$ cat config.mk
export PLATFORM = sky130hd
export DESIGN_NAME = gpio_ctrl
export DESIGN_NICKNAME = d
export VERILOG_FILES = /design/src/rtl/gpio_ctrl.sv
export SDC_FILE = /design/constraint.sdc
export NUM_CORES = 1
export LEC_CHECK = 0
export ABC_AREA = 1
export BUFFER_PORTS_ARGS = -buffer_cell sky130_fd_sc_hd__buf_2
export CORE_ASPECT_RATIO = 0.75
export CORE_MARGIN = 2
export CORE_UTILIZATION = 35
export CTS_CLUSTER_DIAMETER = 30
export CTS_CLUSTER_SIZE = 12
export DETAILED_ROUTE_END_ITERATION = 8
export MAX_ROUTING_LAYER = met4
export SLEW_MARGIN = 20
export SYNTH_ARGS = -nofsm -noshare
export SYNTH_HDL_FRONTEND = slang
export SYNTH_SLANG_ARGS = --single-unit
$ cat constraint.sdc
create_clock -name clk_i -period 27.8 [get_ports clk_i]
set_input_delay 6.95 -clock clk_i [delete_from_list [all_inputs] [get_ports clk_i]]
set_output_delay 6.95 -clock clk_i [all_outputs]
set_load 0.01 [all_outputs]
$ cat src/rtl/gpio_ctrl.sv
// Wishbone-slave GPIO controller: direction/output registers, synchronised
// pad inputs, per-pin edge capture and a level interrupt.
module gpio_ctrl #(
    parameter int N           = 32,
    parameter int SYNC_STAGES = 2
) (
    input  logic         clk_i,
    input  logic         rst_i,
    input  logic         wb_cyc_i,
    input  logic         wb_stb_i,
    input  logic         wb_we_i,
    input  logic [2:0]   wb_adr_i,
    input  logic [31:0]  wb_dat_i,
    input  logic [3:0]   wb_sel_i,
    output logic [31:0]  wb_dat_o,
    output logic         wb_ack_o,
    output logic [N-1:0] gpio_dir_o,
    output logic [N-1:0] gpio_out_o,
    input  logic [N-1:0] gpio_in_i,
    output logic         irq_o
);

    localparam logic [2:0] ADR_IN      = 3'd0;
    localparam logic [2:0] ADR_OUT     = 3'd1;
    localparam logic [2:0] ADR_DIR     = 3'd2;
    localparam logic [2:0] ADR_OUT_SET = 3'd3;
    localparam logic [2:0] ADR_OUT_CLR = 3'd4;
    localparam logic [2:0] ADR_IE      = 3'd5;
    localparam logic [2:0] ADR_IP      = 3'd6;
    localparam logic [2:0] ADR_EDGE    = 3'd7;

    logic         r_ack;
    logic [31:0]  r_dat;
    logic         r_irq;
    logic [N-1:0] r_out;
    logic [N-1:0] r_dir;
    logic [N-1:0] r_ie;
    logic [N-1:0] r_ip;
    logic [N-1:0] r_edge;
    logic [N-1:0] r_inD;
    logic [N-1:0] r_sync [SYNC_STAGES];

    logic         w_req;
    logic         w_wr;
    logic [31:0]  w_laneMask;
    logic [31:0]  w_wdat;
    logic [31:0]  w_rdata;
    logic [N-1:0] w_wmask;
    logic [N-1:0] w_wbits;
    logic [N-1:0] w_w1c;
    logic [N-1:0] w_inS;
    logic [N-1:0] w_edge;

    // The !ack term gives one wait state between back-to-back strobes.
    assign w_req      = wb_cyc_i & wb_stb_i & ~r_ack;
    assign w_wr       = w_req & wb_we_i;
    assign w_laneMask = {{8{wb_sel_i[3]}}, {8{wb_sel_i[2]}},
                         {8{wb_sel_i[1]}}, {8{wb_sel_i[0]}}};
    assign w_wdat     = wb_dat_i & w_laneMask;
    assign w_wmask    = w_laneMask[N-1:0];
    assign w_wbits    = w_wdat[N-1:0];
    assign w_w1c      = (w_wr && wb_adr_i == ADR_IP) ? w_wbits : '0;

    assign w_inS  = r_sync[SYNC_STAGES-1];
    assign w_edge = (r_edge & r_inD & ~w_inS) | (~r_edge & ~r_inD & w_inS);

    always_ff @(posedge clk_i or posedge rst_i) begin
        if (rst_i) begin
            for (int i = 0; i < SYNC_STAGES; i++) begin
                r_sync[i] <= '0;
            end
            r_inD <= '0;
        end else begin
            r_sync[0] <= gpio_in_i;
            for (int i = 1; i < SYNC_STAGES; i++) begin
                r_sync[i] <= r_sync[i-1];
            end
            r_inD <= w_inS;
        end
    end

    always_ff @(posedge clk_i or posedge rst_i) begin
        if (rst_i) begin
            r_ack  <= 1'b0;
            r_dat  <= '0;
            r_out  <= '0;
            r_dir  <= '1;
            r_ie   <= '0;
            r_edge <= '0;
        end else begin
            r_ack <= w_req;
            if (w_req) begin
                r_dat <= w_rdata;
            end
            if (w_wr) begin
                case (wb_adr_i)
                    ADR_OUT:     r_out  <= (r_out & ~w_wmask) | w_wbits;
                    ADR_DIR:     r_dir  <= (r_dir & ~w_wmask) | w_wbits;
                    ADR_OUT_SET: r_out  <= r_out | w_wbits;
                    ADR_OUT_CLR: r_out  <= r_out & ~w_wbits;
                    ADR_IE:      r_ie   <= (r_ie & ~w_wmask) | w_wbits;
                    ADR_EDGE:    r_edge <= (r_edge & ~w_wmask) | w_wbits;
                    default:     ;
                endcase
            end
        end
    end

    // A new edge in the same cycle as a W1C keeps the pending bit set.
    always_ff @(posedge clk_i or posedge rst_i) begin
        if (rst_i) begin
            r_ip  <= '0;
            r_irq <= 1'b0;
        end else begin
            r_ip  <= (r_ip & ~w_w1c) | w_edge;
            r_irq <= |(r_ip & r_ie);
        end
    end

    always_comb begin
        w_rdata = '0;
        case (wb_adr_i)
            ADR_IN:   w_rdata = 32'(w_inS);
            ADR_OUT:  w_rdata = 32'(r_out);
            ADR_DIR:  w_rdata = 32'(r_dir);
            ADR_IE:   w_rdata = 32'(r_ie);
            ADR_IP:   w_rdata = 32'(r_ip);
            ADR_EDGE: w_rdata = 32'(r_edge);
            default:  w_rdata = '0;
        endcase
    end

    assign wb_ack_o   = r_ack;
    assign wb_dat_o   = r_dat;
    assign irq_o      = r_irq;
    assign gpio_dir_o = r_dir;
    assign gpio_out_o = r_out;

endmodule

**Yosys cells after proc, flatten, opt, wreduce, memory -nomap -nowiden**

Index checks and enable logic that the tools add are counted.
W data, S select, Z words.

- Register bits: 290
- Word-level logic and storage cells: 58
- Input port bits: 76
- Output and inout bits: 98

- Reduce and logical (&&, ||, !) cells: 8
- Bitwise operators: 29
- Multiplexer cells: 3
- Equal/unequal tests: 7

Operators with widths:

| cell | count |
|---|---|
| $and A32 B32 Y32 | 12 |
| $or A32 B32 Y32 | 7 |
| $not A32 Y32 | 6 |
| $pmux W32 S6 | 1 |
| $pmux W32 S3 | 1 |
| $mux W32 | 1 |
| $reduce_or A32 Y1 | 1 |
| $eq A3 B3 Y1 const B | 4 |
| $reduce_and A2 Y1 | 4 |
| $eq A3 B2 Y1 const B | 2 |
| $and A1 B1 Y1 | 3 |
| $eq A3 B1 Y1 const B | 1 |
| $logic_not A3 Y1 | 1 |
| $reduce_bool A3 Y1 | 1 |
| $logic_and A1 B1 Y1 | 1 |
| $not A1 Y1 | 1 |

**Longest topological paths before layout**

- Depth in word-level cells: 8
- Gate-level depth with buffers: 12
- Gate-level depth less buffers: 9

**Least setup slack after synthesis**

OpenSTA, ideal clock, no wires.

- Kind: input -> register
- Start: input port wb_adr_i[2]
- End: register r_out[10], in the netlist gpio_out_o[10]
- Arrival: 7.892 ns
- Slack: 19.790 ns
- Required time: 27.682 ns
- Path buffers: 2
- Stages: 8
- Library setup time: 0.118 ns
- Cells stage by stage: buf_4 inv_1 nand2_1 a21oi_4 buf_6 nand2_1 nand2_1 nand2_1

- Word-level cells in the longest chain between the ends: 3
- Elaborated cells on any way between the ends: 6
- Those cells by class: eq/ne: 3; mux: 1; reduce/logical: 2

Ends and longest elaborated chain:

| item | RTL line | text |
|---|---|---|
| start: declaration | 12 | `input logic [2:0] wb_adr_i,` |
| $eq A3 B3 Y1, or another cell as far along | 96 | `case (wb_adr_i)` |
| $reduce_bool A3 Y1 (no source line) | n/a |  |
| $reduce_and A2 Y1 (no source line) | n/a |  |
| end signal: assignment | 97 | `ADR_OUT: r_out <= (r_out & ~w_wmask) \| w_wbits;` |
| end signal: assignment | 99 | `ADR_OUT_SET: r_out <= r_out \| w_wbits;` |
| end signal: assignment | 100 | `ADR_OUT_CLR: r_out <= r_out & ~w_wbits;` |
| end: declaration | 35 | `logic [N-1:0] r_out;` |

Parallel ways exist; a longest one is shown, timed or not.
A chain may end at the register's enable or synchronous reset.

**Worst setup path in the final report**

- Start: input port wb_adr_i[0]
- End: register r_out[2], in the netlist gpio_out_o[2]

The elaborated chain is that of the path after synthesis.

==> flow_metrics.env <==
export IMPL_ys_types=24
export IMPL_synth_top_family_by_area="simple AND/OR/NAND/NOR gates"
export IMPL_drv_cap=0
export IMPL_worstPathArrival_ns=10.35
export IMPL_clock_latency_ns=0.58
export IMPL_setup_viol=0
export IMPL_max_slew_margin=0.273
export IMPL_chipWidth_um=228
export IMPL_grt_max_degree=139
export IMPL_synth_top_area_share=0.491
export IMPL_n_fill_cell=3755
export IMPL_overflow=0
export IMPL_final_common_cell="nand2_1"
export IMPL_synth_seq_cells=290
export IMPL_drive_gt1_frac=0.198
export IMPL_cts_max_level=2
export IMPL_worst_hold_slack_ns=0.338
export IMPL_gp_congestion=0.813
export IMPL_worstPathMaxFanout=78
export IMPL_dpl_instance_area_um2=14200
export IMPL_cts_root_buf="clkbuf_16"
export IMPL_coreArea_um2=37100
export IMPL_vias=11653
export IMPL_row_count=61
export IMPL_cellPowerDensity_nw_per_um2=83.7
export IMPL_grt_pass1_vias=11179
export IMPL_critPathRequiredTime_ns=28.24
export IMPL_syn_avg_cell_area_um2=8.62
export IMPL_drc=0
export IMPL_seq_area_frac_synth=0.555
export IMPL_grt_antenna_before_repair=1
export IMPL_ys_warnings_count=0
export IMPL_worst_slew_pin_slew_ns=1.09
export IMPL_endpoint_kind="flip-flop"
export IMPL_synthSimpleGateAreaFrac=0.319
export IMPL_wire_per_inst_um=19.0
export IMPL_cts_tree="done"
export IMPL_synthTopCellsByArea="dfrtp_1, nand2_1, nand4_1"
export IMPL_grt_first_pass_wirelength_um=65200
export IMPL_vias_per_cell=5.22
export IMPL_layout_nets=1754
export IMPL_dp_hpwl_um=26200
export IMPL_design_area_um2=16200
export IMPL_syn2layout_area_growth_pct=23.2
export IMPL_die_h_um=172
export IMPL_min_path_type="reg2reg"
export IMPL_post_cts_resized=0
export IMPL_io_pin_count=174
export IMPL_status="finished, final reports clean"
export IMPL_muxShareOfSynthArea=0
export IMPL_post_route_util=0.437
export IMPL_grt_usage=0.221
export IMPL_peakVddDrop_uv=45.7
export IMPL_fin_setup_tns_ns=0
export IMPL_start_util=0.355
export IMPL_period_share=0.356
export IMPL_synth_compound_area_frac=0.0591
export IMPL_postCtsHoldBufs=0
export IMPL_final_cell_mix="nand2_1, dfrtp_1, buf_2"
export IMPL_setup_worst_path_class="in2reg"
export IMPL_first_pass_iters=6
export IMPL_timing_fmax_mhz=101
export IMPL_cts_buffer_depth=3
export IMPL_synth_fa_ha_area_frac=0
export IMPL_reg2reg_slack_ns=24.71
export IMPL_drt_iter0_markers=1352
export IMPL_fin_crit_ns=9.91
export IMPL_portBuffers=173
export IMPL_clk_pin_slew_ns=0.05
export IMPL_rsz0062_at_grt="no"
export IMPL_cts_buffers=56
export IMPL_clock_skew_ns=0.0239
export IMPL_synth_fp_nets=1603
export IMPL_die_area_um2=39200
export IMPL_yosysTopAreaCell="dfrtp_1"
export IMPL_syn_area_um2=13200
export IMPL_slew_viol_final=0
export IMPL_synth_xor_area_share=0
export IMPL_postSynthCellCount=1527
export IMPL_p_leak_nw=7.91
export IMPL_finalWirelength_um=42400
export IMPL_drtAntennaViolNets=0
export IMPL_finalHoldViolCount=0
export IMPL_cts_setup_buffers=0
export IMPL_cp_start_kind="primary input"
export IMPL_cts_sinks=290
logic make-up (layout without fill, tap and decap cells):
kind of cell / count (synthesis) / count (layout)
AOI/OAI and AO/OA: 153 / 153
buffers and inverters: 176 / 375
DFF: 290 / 290
other: 0 / 2
and+or+nand+nor: 908 / 908
synth_stat cells, drive strengths merged:
| cell type | n |
|---|---|
| a21oi | 15 |
| buf | 69 |
| clkbuf | 20 |
| dfrtp | 258 |
| dfstp | 32 |
| inv | 87 |
| nand2 | 553 |
| nand3 | 87 |
| nand3b | 28 |
| nand4 | 152 |
| nor2 | 88 |
| o21ai | 138 |
cell type report:
type	count	area, um^2	share of cell area
Antenna cell	2	5.00	0.000309
Clock buffer	67	1520	0.0940
Clock inverter	39	484	0.0299
Inverter	87	339	0.0209
Multi-Input combinational cell	1061	4970	0.307
Sequential cell	290	7300	0.450
Tap cell	504	631	0.0389
Timing Repair Buffer	182	957	0.0590
per-stage QoR:
stage / instances / power, mW / setup WS (ns)
finish: 2232 / 1.36 / 17.89
detailed placement: 2123 / 0.651 / 17.39
floorplan: 1527 / 0.584 / 12.90
global route: 2231 / 1.41 / 17.70
CTS: 2229 / 1.37 / 17.97
global placement: 2123 / 0.648 / 17.52
report_power, final:
group | internal, mW | leakage, nW | switching [mW]
clock network | 0.470 | 0.977 | 0.241
registers | 0.467 | 3.46 | 0.0392
logic | 0.0478 | 3.48 | 0.0920
total | 0.985 | 7.91 | 0.372
worst paths after layout:
check | start | to | depth (start not counted)
worst max register to register | wb_ack_o$_DFF_PP0_ | r_ip[0]$_DFF_PP0_ | 6
worst min register to register | r_sync[49]$_DFF_PP0_ | w_inS[17]$_DFF_PP0_ | 0
max in group asynchronous | rst_i | wb_dat_o[31]$_DFFE_PP0N_ | 4
worst min-delay path | r_sync[49]$_DFF_PP0_ | w_inS[17]$_DFF_PP0_ | 0
min in group asynchronous | rst_i | w_inS[17]$_DFF_PP0_ | 2
worst max-delay path | wb_adr_i[0] | gpio_out_o[2]$_DFFE_PP0P_ | 9
critical path, cell delays in order:
cell and delay (ns):
buf_2 0.11, buf_4 0.41, nor2_8 0.74, nand2_4 0.56, a21oi_4 0.74, buf_4 0.55
nand2_1 0.13, nand2_1 0.08, nand2_1 0.05
per-layer routing:
metal  GRT usage  share of wire  vias up
met3      0.0526          0.088       88
met5           -              0        -
li1            -              -     5402
met2       0.318           0.43      562
met4      0.0762          0.030        0
met1       0.307           0.45     5601
(Power assumes the default switching activity.)
